### config.mk
export PLATFORM = sky130hd
export DESIGN_NAME = reg_file
export DESIGN_NICKNAME = d
export VERILOG_FILES = /design/src/rtl/reg_file_pkg.sv /design/src/rtl/reg_file_rd_port.sv /design/src/rtl/reg_file.sv
export SDC_FILE = /design/constraint.sdc
export NUM_CORES = 2
export LEC_CHECK = 0
export CAP_MARGIN = 20
export CORE_ASPECT_RATIO = 1.75
export CORE_MARGIN = 1.5
export CORE_UTILIZATION = 45
export DETAILED_ROUTE_END_ITERATION = 10
export GPL_TIMING_DRIVEN = 0
export SYNTH_ARGS = -nofsm -noshare
export SYNTH_HDL_FRONTEND = slang
export SYNTH_SLANG_ARGS = --single-unit
export TNS_END_PERCENT = 50
### constraint.sdc
create_clock -name clk -period 3.8 [get_ports clk]
set_input_delay 0.76 -clock clk [delete_from_list [all_inputs] [get_ports clk]]
set_output_delay 0.76 -clock clk [all_outputs]
set_load 0.05 [all_outputs]
### src/rtl/reg_file_pkg.sv
// Shared definitions for the MIPS register file: default widths, register
// count and the hardwired zero register address.
package reg_file_pkg;

  localparam int unsigned REG_DATA_W = 32;
  localparam int unsigned REG_ADDR_W = 5;
  localparam int unsigned NUM_REGS   = 32;

  localparam logic [4:0] ZERO_REG = 5'd0;

endpackage : reg_file_pkg

### src/rtl/reg_file_rd_port.sv
// One combinational read port of the register file. Priority, highest first:
// zero register, same-cycle write bypass, stored array contents.
module reg_file_rd_port
  import reg_file_pkg::*;
#(
  parameter int unsigned DATA_W = REG_DATA_W,
  parameter int unsigned ADDR_W = REG_ADDR_W
) (
  input  logic [ADDR_W-1:0] i_raddr,
  input  logic [ADDR_W-1:0] i_waddr,
  input  logic [DATA_W-1:0] i_wdata,
  input  logic              i_bypass_en,
  input  logic [DATA_W-1:0] i_array_data,
  output logic [DATA_W-1:0] o_rdata
);

  logic w_is_zero;
  logic w_hit;

  assign w_is_zero = (i_raddr == ADDR_W'(ZERO_REG));
  assign w_hit     = i_bypass_en && (i_raddr == i_waddr);

  // Select read data: zero-force, then bypass of the pending write, then array.
  always_comb begin
    o_rdata = '0;
    if (w_is_zero) begin
      o_rdata = '0;
    end else if (w_hit) begin
      o_rdata = i_wdata;
    end else begin
      o_rdata = i_array_data;
    end
  end

endmodule : reg_file_rd_port

### src/rtl/reg_file.sv
// 32 x DATA_W register file: two combinational read ports with write-through
// bypass, one synchronous write port, register 0 hardwired to zero.
module reg_file
  import reg_file_pkg::*;
#(
  parameter int unsigned DATA_W = REG_DATA_W,
  parameter int unsigned ADDR_W = REG_ADDR_W
) (
  input  logic              clk,
  input  logic              reset_n,
  input  logic [ADDR_W-1:0] R1,
  input  logic [ADDR_W-1:0] R2,
  input  logic [ADDR_W-1:0] W1,
  input  logic [DATA_W-1:0] D1,
  output logic [DATA_W-1:0] Out1,
  output logic [DATA_W-1:0] Out2
);

  localparam int unsigned DEPTH = 1 << ADDR_W;

  logic [DATA_W-1:0] r_regs [DEPTH];
  logic [DATA_W-1:0] w_arr1;
  logic [DATA_W-1:0] w_arr2;
  logic              w_wr_en;

  // W1 == 0 doubles as the "no write" encoding; there is no separate enable.
  assign w_wr_en = (W1 != ADDR_W'(ZERO_REG));

  // Storage: async clear on reset, one write per rising edge otherwise.
  always_ff @(posedge clk or negedge reset_n) begin
    if (!reset_n) begin
      for (int unsigned i = 0; i < DEPTH; i++) begin
        r_regs[i] <= '0;
      end
    end else if (w_wr_en) begin
      r_regs[W1] <= D1;
    end
  end

  assign w_arr1 = r_regs[R1];
  assign w_arr2 = r_regs[R2];

  // The bypass is gated by reset_n so reads during reset see the cleared array.
  reg_file_rd_port #(
    .DATA_W (DATA_W),
    .ADDR_W (ADDR_W)
  ) u_rd_port1 (
    .i_raddr      (R1),
    .i_waddr      (W1),
    .i_wdata      (D1),
    .i_bypass_en  (reset_n),
    .i_array_data (w_arr1),
    .o_rdata      (Out1)
  );

  reg_file_rd_port #(
    .DATA_W (DATA_W),
    .ADDR_W (ADDR_W)
  ) u_rd_port2 (
    .i_raddr      (R2),
    .i_waddr      (W1),
    .i_wdata      (D1),
    .i_bypass_en  (reset_n),
    .i_array_data (w_arr2),
    .o_rdata      (Out2)
  );

endmodule : reg_file

### Yosys cells after proc, flatten, opt, wreduce, memory -nomap -nowiden

Cells that the tools add are included.

| operators by class | value |
|---|---|
| order comparisons | 4 |
| equality and inequality tests | 2 |
| mux-type cells | 13 |
| bitwise logic cells | 3 |
| reductions and logical operators | 6 |

Operator list:

| operator | number |
|---|---|
| $bwmux W1024 | 1 |
| $bmux W32 S5 | 2 |
| $mux W32 | 9 |
| $demux W32 S5 | 1 |
| $ge A6 B6 Y1 const B | 3 |
| $not A5 Y6 | 3 |
| $eq A5 B5 Y1 | 2 |
| $logic_not A5 Y1 | 2 |
| $lt A6 B1 Y1 const B | 1 |
| $reduce_bool A5 Y1 | 1 |
| $logic_and A1 B1 Y1 | 3 |

| word-level totals | value |
|---|---|
| bits in registers | 1024 |
| input port bits | 49 |
| output and inout port bits | 64 |
| logic and storage cells | 60 |

### Depth between registers and ports, before layout

| depth | value |
|---|---|
| depth in word-level cells | 6 |
| gate-level depth with buffers | 10 |

### By module

From an unflattened synthesis, not the netlist that was laid out.

| unflattened totals | value |
|---|---|
| cells, all modules | 4853 |
| area total of the unflattened synthesis | 56681.9 um2 |

By module, submodules not included:

| module | instances | cells an instance | area each (um2) |
|---|---|---|---|
| reg_file | 1 | 4607 | 55400.6 |
| reg_file_rd_port | 2 | 123 | 640.6 |

### Worst setup path after synthesis

OpenSTA, ideal clock, no wires.

| timing path | value |
|---|---|
| path kind | input to output |
| start | in R2[1] |
| end | out Out2[11] |
| data arrival time | 3.009 ns |
| data required time | 3.040 ns |
| setup slack | 0.031 ns |
| stages on the path | 8 |
| path buffers | 4 |
| path through | buf_2 -> buf_2 -> buf_4 -> buf_1 -> nor2_1 -> a22oi_1 -> nand4_1 -> a31oi_1 |

| on the way | value |
|---|---|
| cells in the longest elaborated chain, start to end | 6 |
| elaborated cells between the ends (all ways) | 9 |
| classes of those cells | 1 x eq/ne; 5 x mux; 1 x bitwise; 2 x reduce/logical |

Ends and longest elaborated chain:

| element | line | RTL |
|---|---|---|
| start, declared | reg_file.sv:12 | `input logic [ADDR_W-1:0] R2,` |
| $not A5 Y6 (not written as such) | reg_file.sv:41 | `assign w_arr2 = r_regs[R2];` |
| $bmux W32 S5 | reg_file.sv:41 |  |
| $mux W32 (not written as such) (2 in a row) | reg_file.sv:41 |  |
| $mux W32 | reg_file_rd_port.sv:28 | `end else if (w_hit) begin` |
| $mux W32 (*) | reg_file_rd_port.sv:26 | `if (w_is_zero) begin` |
| end, declared | reg_file.sv:16 | `output logic [DATA_W-1:0] Out2` |

Every way passes the cells marked *; elsewhere a longest branch is shown, timed or not. The select of a mux whose other input is x is not followed.

### Final worst setup path

| timing path | value |
|---|---|
| start | in R2[0] |
| end | out Out2[17] |

Same word-level chain as after synthesis.

==> run metrics <==
slew margin rel.=8.28%; Die ar.=0.124 mm^2; GR Util All Layers=47.3%; initial antenna violation count=17; WL final=290 mm; drt wl/cell=48.3 um; flop2flop setup slack=2.81 ns; cells on worst reg2reg path=1; R2R Path End=r_regs[783]; clock tree root buffer cell=clkbuf_16; maximum capacitance violations=0; Via-to-Cell Ratio=7.12; Post-synth top flop=dfrtp_1; Layout Cells excl Fill=5,997; CTS clk-pin slew, worst paths=0.07 ns; Setup violations, final=53; pin count of the biggest net entering global routing=170; Die Wd=266 um; Crit-path slowest cell=nand4_1; clk sinks=1,024; reg2reg start=r_regs[783]; FMAX=202 MHz; worst-margin pin slew=1.37 ns; Synth cell types=48; WP buf/inv=8; DP HPWL=198 mm; Clock Power Share=30.0%; leakage power figure=28.7 nW; setup ws final=-1.14 ns; first-pass GRT wire length=384 mm; register area share after synthesis=46.9%; Largest regs=r_regs: 1024 flops; period utilisation layout=130%; # fillers=9,965; Worst VDD drop=0.372 mV; crit end category=output pin; worst-path maximum fanout=5; outcome=finished, violations left; cell total after placement=5,625; Yosys warnings=0; Net Sw Frac=32.8%; CP max stage delay=1.08 ns; Mapped Nets=3,860; Seq. cell area=0.0256 mm^2; synthesized area per cell=14.3 um^2; failing checks=setup timing; switching power=12.0 mW; vias post-DR=42,684; cell mode on critical path=buf_16; Cell Pwr Density=540 mW/mm^2; Final Max Slew Viols=0; Post-synth ARST share=100%; row count=169; global route overflow=0; RSZ-0062 raised after global routing=yes; critical path class=input pin to output pin; Worst EP arrival=4.18 ns; Residual DRC=0; Ports=113; Top reg by flops=r_regs; GPL Wtd Cong=1.08; Nets=4,336; initial detailed-routing violation count=5,554; Final Hold Slack=0.0163 ns; Startpoint Class=input pin; Worst Clk Skew=0 ns; vias in the first global route=42,878; final count of hold timing violations=0; Clk Latency, worst-skew pair=0.75 ns; Mapped Cells=3,811; delay-heaviest family, CP=buffers and inverters; TritonCTS clock tree=built; DRT Pass-1 Iters=6; H-tree depth=3; CP cell instances=buf_12, buf_16, buf_16, buf_16, buf_16, buf_12, buf_4, mux2i_1, a22oi_1, nand4_1, a31oi_4, buf_6; synthesis-stage register bit count=1,024; max reg flops=1,024; multi-input logic area=0.0282 mm^2; internal cell power=24.6 mW; sequential power share=42.0%; chip height=464 um; WP data required=3.04 ns; fraction of layout cells with a size suffix above 1=52.0%; Core ar.=0.121 mm^2; port bufs=105; Logic pwr share=28.0%; EDFF count, synth=0; area added between synthesis and finish=24.1%; crit path time final=4.94 ns; Post-Syn Area=0.0546 mm^2; Hold Crit Class=input pin to async pin; Final ANT Viol Nets=0; Initial Util=45.3%; Max clock buf depth=3; Num CTS Buffers=102
[cells in the final DEF, fill, tap and decap left out, drive strengths merged, types with 5 or more instances in the layout]
cell type,n
diode,10
nand2,62
and2,5
nor2b,11
nor2,36
a32o,32
a31oi,21
a211o,20
mux4,375
a221oi,5
o21ai,50
xnor2,10
o211ai,5
nand3,5
o22ai,34
bufinv,9
clkinv,25
nor3,5
mux2i,319
buf,493
a21oi,69
clkdlybuf4s50,32
and3,12
o221ai,35
clkinvlp,6
a211oi,38
bufbuf,15
mux2,995
clkbuf,412
dfrtp,1024
nor3b,5
nand4,12
a22oi,154
[cell families after synthesis]
logic type | Yosys count | synth area share, %
multiplexers | 1689 | 41.8
flip-flops | 1024 | 46.9
AO/OA/AOI/OAI | 470 | 6.12
buffers and inverters | 447 | 3.49
AND/OR/NAND/NOR | 171 | 1.53
XOR/XNOR | 10 | 0.160
[cell type report]
class	count	share of cell area, %
Antenna cell	10	0.0369
Multi-Input combinational cell	2341	41.6
Clock inverter	38	0.745
Buffer	436	5.43
Inverter	2	0.0351
Sequential cell	1024	37.8
Tap cell	1624	3.00
Clock buffer	142	4.41
Timing Repair Buffer	380	6.93
[cell usage after synthesis, types with 3 or more instances]
| library cell | instances | area share [%] |
|---|---|---|
| a31oi_1 | 21 | 0.24 |
| nand4_1 | 12 | 0.14 |
| a221oi_1 | 5 | 0.080 |
| nor2_1 | 36 | 0.25 |
| nor3b_1 | 5 | 0.069 |
| o221ai_1 | 35 | 0.56 |
| or3_1 | 4 | 0.046 |
| mux2_2 | 981 | 20 |
| a32o_1 | 32 | 0.59 |
| and2_1 | 3 | 0.034 |
| buf_4 | 21 | 0.29 |
| nor2b_1 | 11 | 0.13 |
| a211o_1 | 20 | 0.32 |
| buf_2 | 68 | 0.62 |
| a211oi_1 | 38 | 0.52 |
| buf_6 | 9 | 0.19 |
| and3_1 | 12 | 0.14 |
| clkbuf_1 | 276 | 1.9 |
| buf_1 | 71 | 0.49 |
| nand3b_1 | 4 | 0.055 |
| xnor2_1 | 10 | 0.16 |
| nand2b_1 | 4 | 0.046 |
| o21ai_0 | 49 | 0.45 |
| dfrtp_1 | 1024 | 47 |
| a22oi_1 | 154 | 2.1 |
| nand2_1 | 62 | 0.43 |
| mux2_1 | 14 | 0.29 |
| o211ai_1 | 4 | 0.055 |
| o22ai_1 | 34 | 0.39 |
| a221o_1 | 3 | 0.055 |
| mux2i_1 | 319 | 5.8 |
| nor3_1 | 5 | 0.046 |
| nand3_1 | 5 | 0.046 |
| a21oi_1 | 68 | 0.62 |
| mux4_2 | 375 | 15 |
[worst max path at each step]
stage / start / to / cells after the start
after detailed placement: reset_n / Out2[17] / 12
after global placement: reset_n / r_regs[464] / 1
final: R2[0] / Out2[17] / 12
after CTS: R2[0] / Out2[15] / 11
after floorplan: R2[1] / Out2[11] / 8
after global routing: R2[0] / Out2[15] / 11
[metal layers]
| metal | wire [um] | track usage, % |
|---|---|---|
| met1 | 90300 | 48.8 |
| met2 | 129000 | 70.1 |
| met3 | 32300 | 19.1 |
| met4 | 38400 | 49.7 |
| met5 | 140 | 0.0397 |
[power groups by stage]
stage / clock network, mW / logic [mW] / registers (mW)
after global routing: 11.4 / 10.5 / 15.6
after CTS: 11.0 / 9.63 / 15.2
after detailed placement: 0 / 9.06 / 15.4
after floorplan: 0 / 6.08 / 14.7
after global placement: 0 / 8.75 / 15.4
final: 11.0 / 10.2 / 15.4
[timing repair]
action / 4_1_cts / 5_1_grt
endpoints found under the setup margin: 69 / 61
endpoints found under the hold margin: 53 / 0
cloned: 20 / 2
gates resized for setup: 1016 / 223
hold buffers: 2 / 0
buffers inserted: 70 / 96
pin swaps: 54 / 44
[metrics by stage]
step | area (um^2) | power, mW | worst slack, ns | utilization (%) | setup TNS, ns
2_1_floorplan | 54600 | 20.8 | 0.0309 | - | 0
3_3_place_gp | 57700 | 24.1 | -46.52 | 47.8 | -
3_5_place_dp | 59300 | 24.5 | -3.52 | 49.1 | -334.02
4_1_cts | 66200 | 35.8 | -0.214 | 54.8 | -1.94
5_1_grt | 67800 | 37.5 | -0.938 | 56.2 | -5.97
6_report | 67800 | 36.6 | -1.14 | 56.2 | -7.95
(Power assumes the default switching activity.)
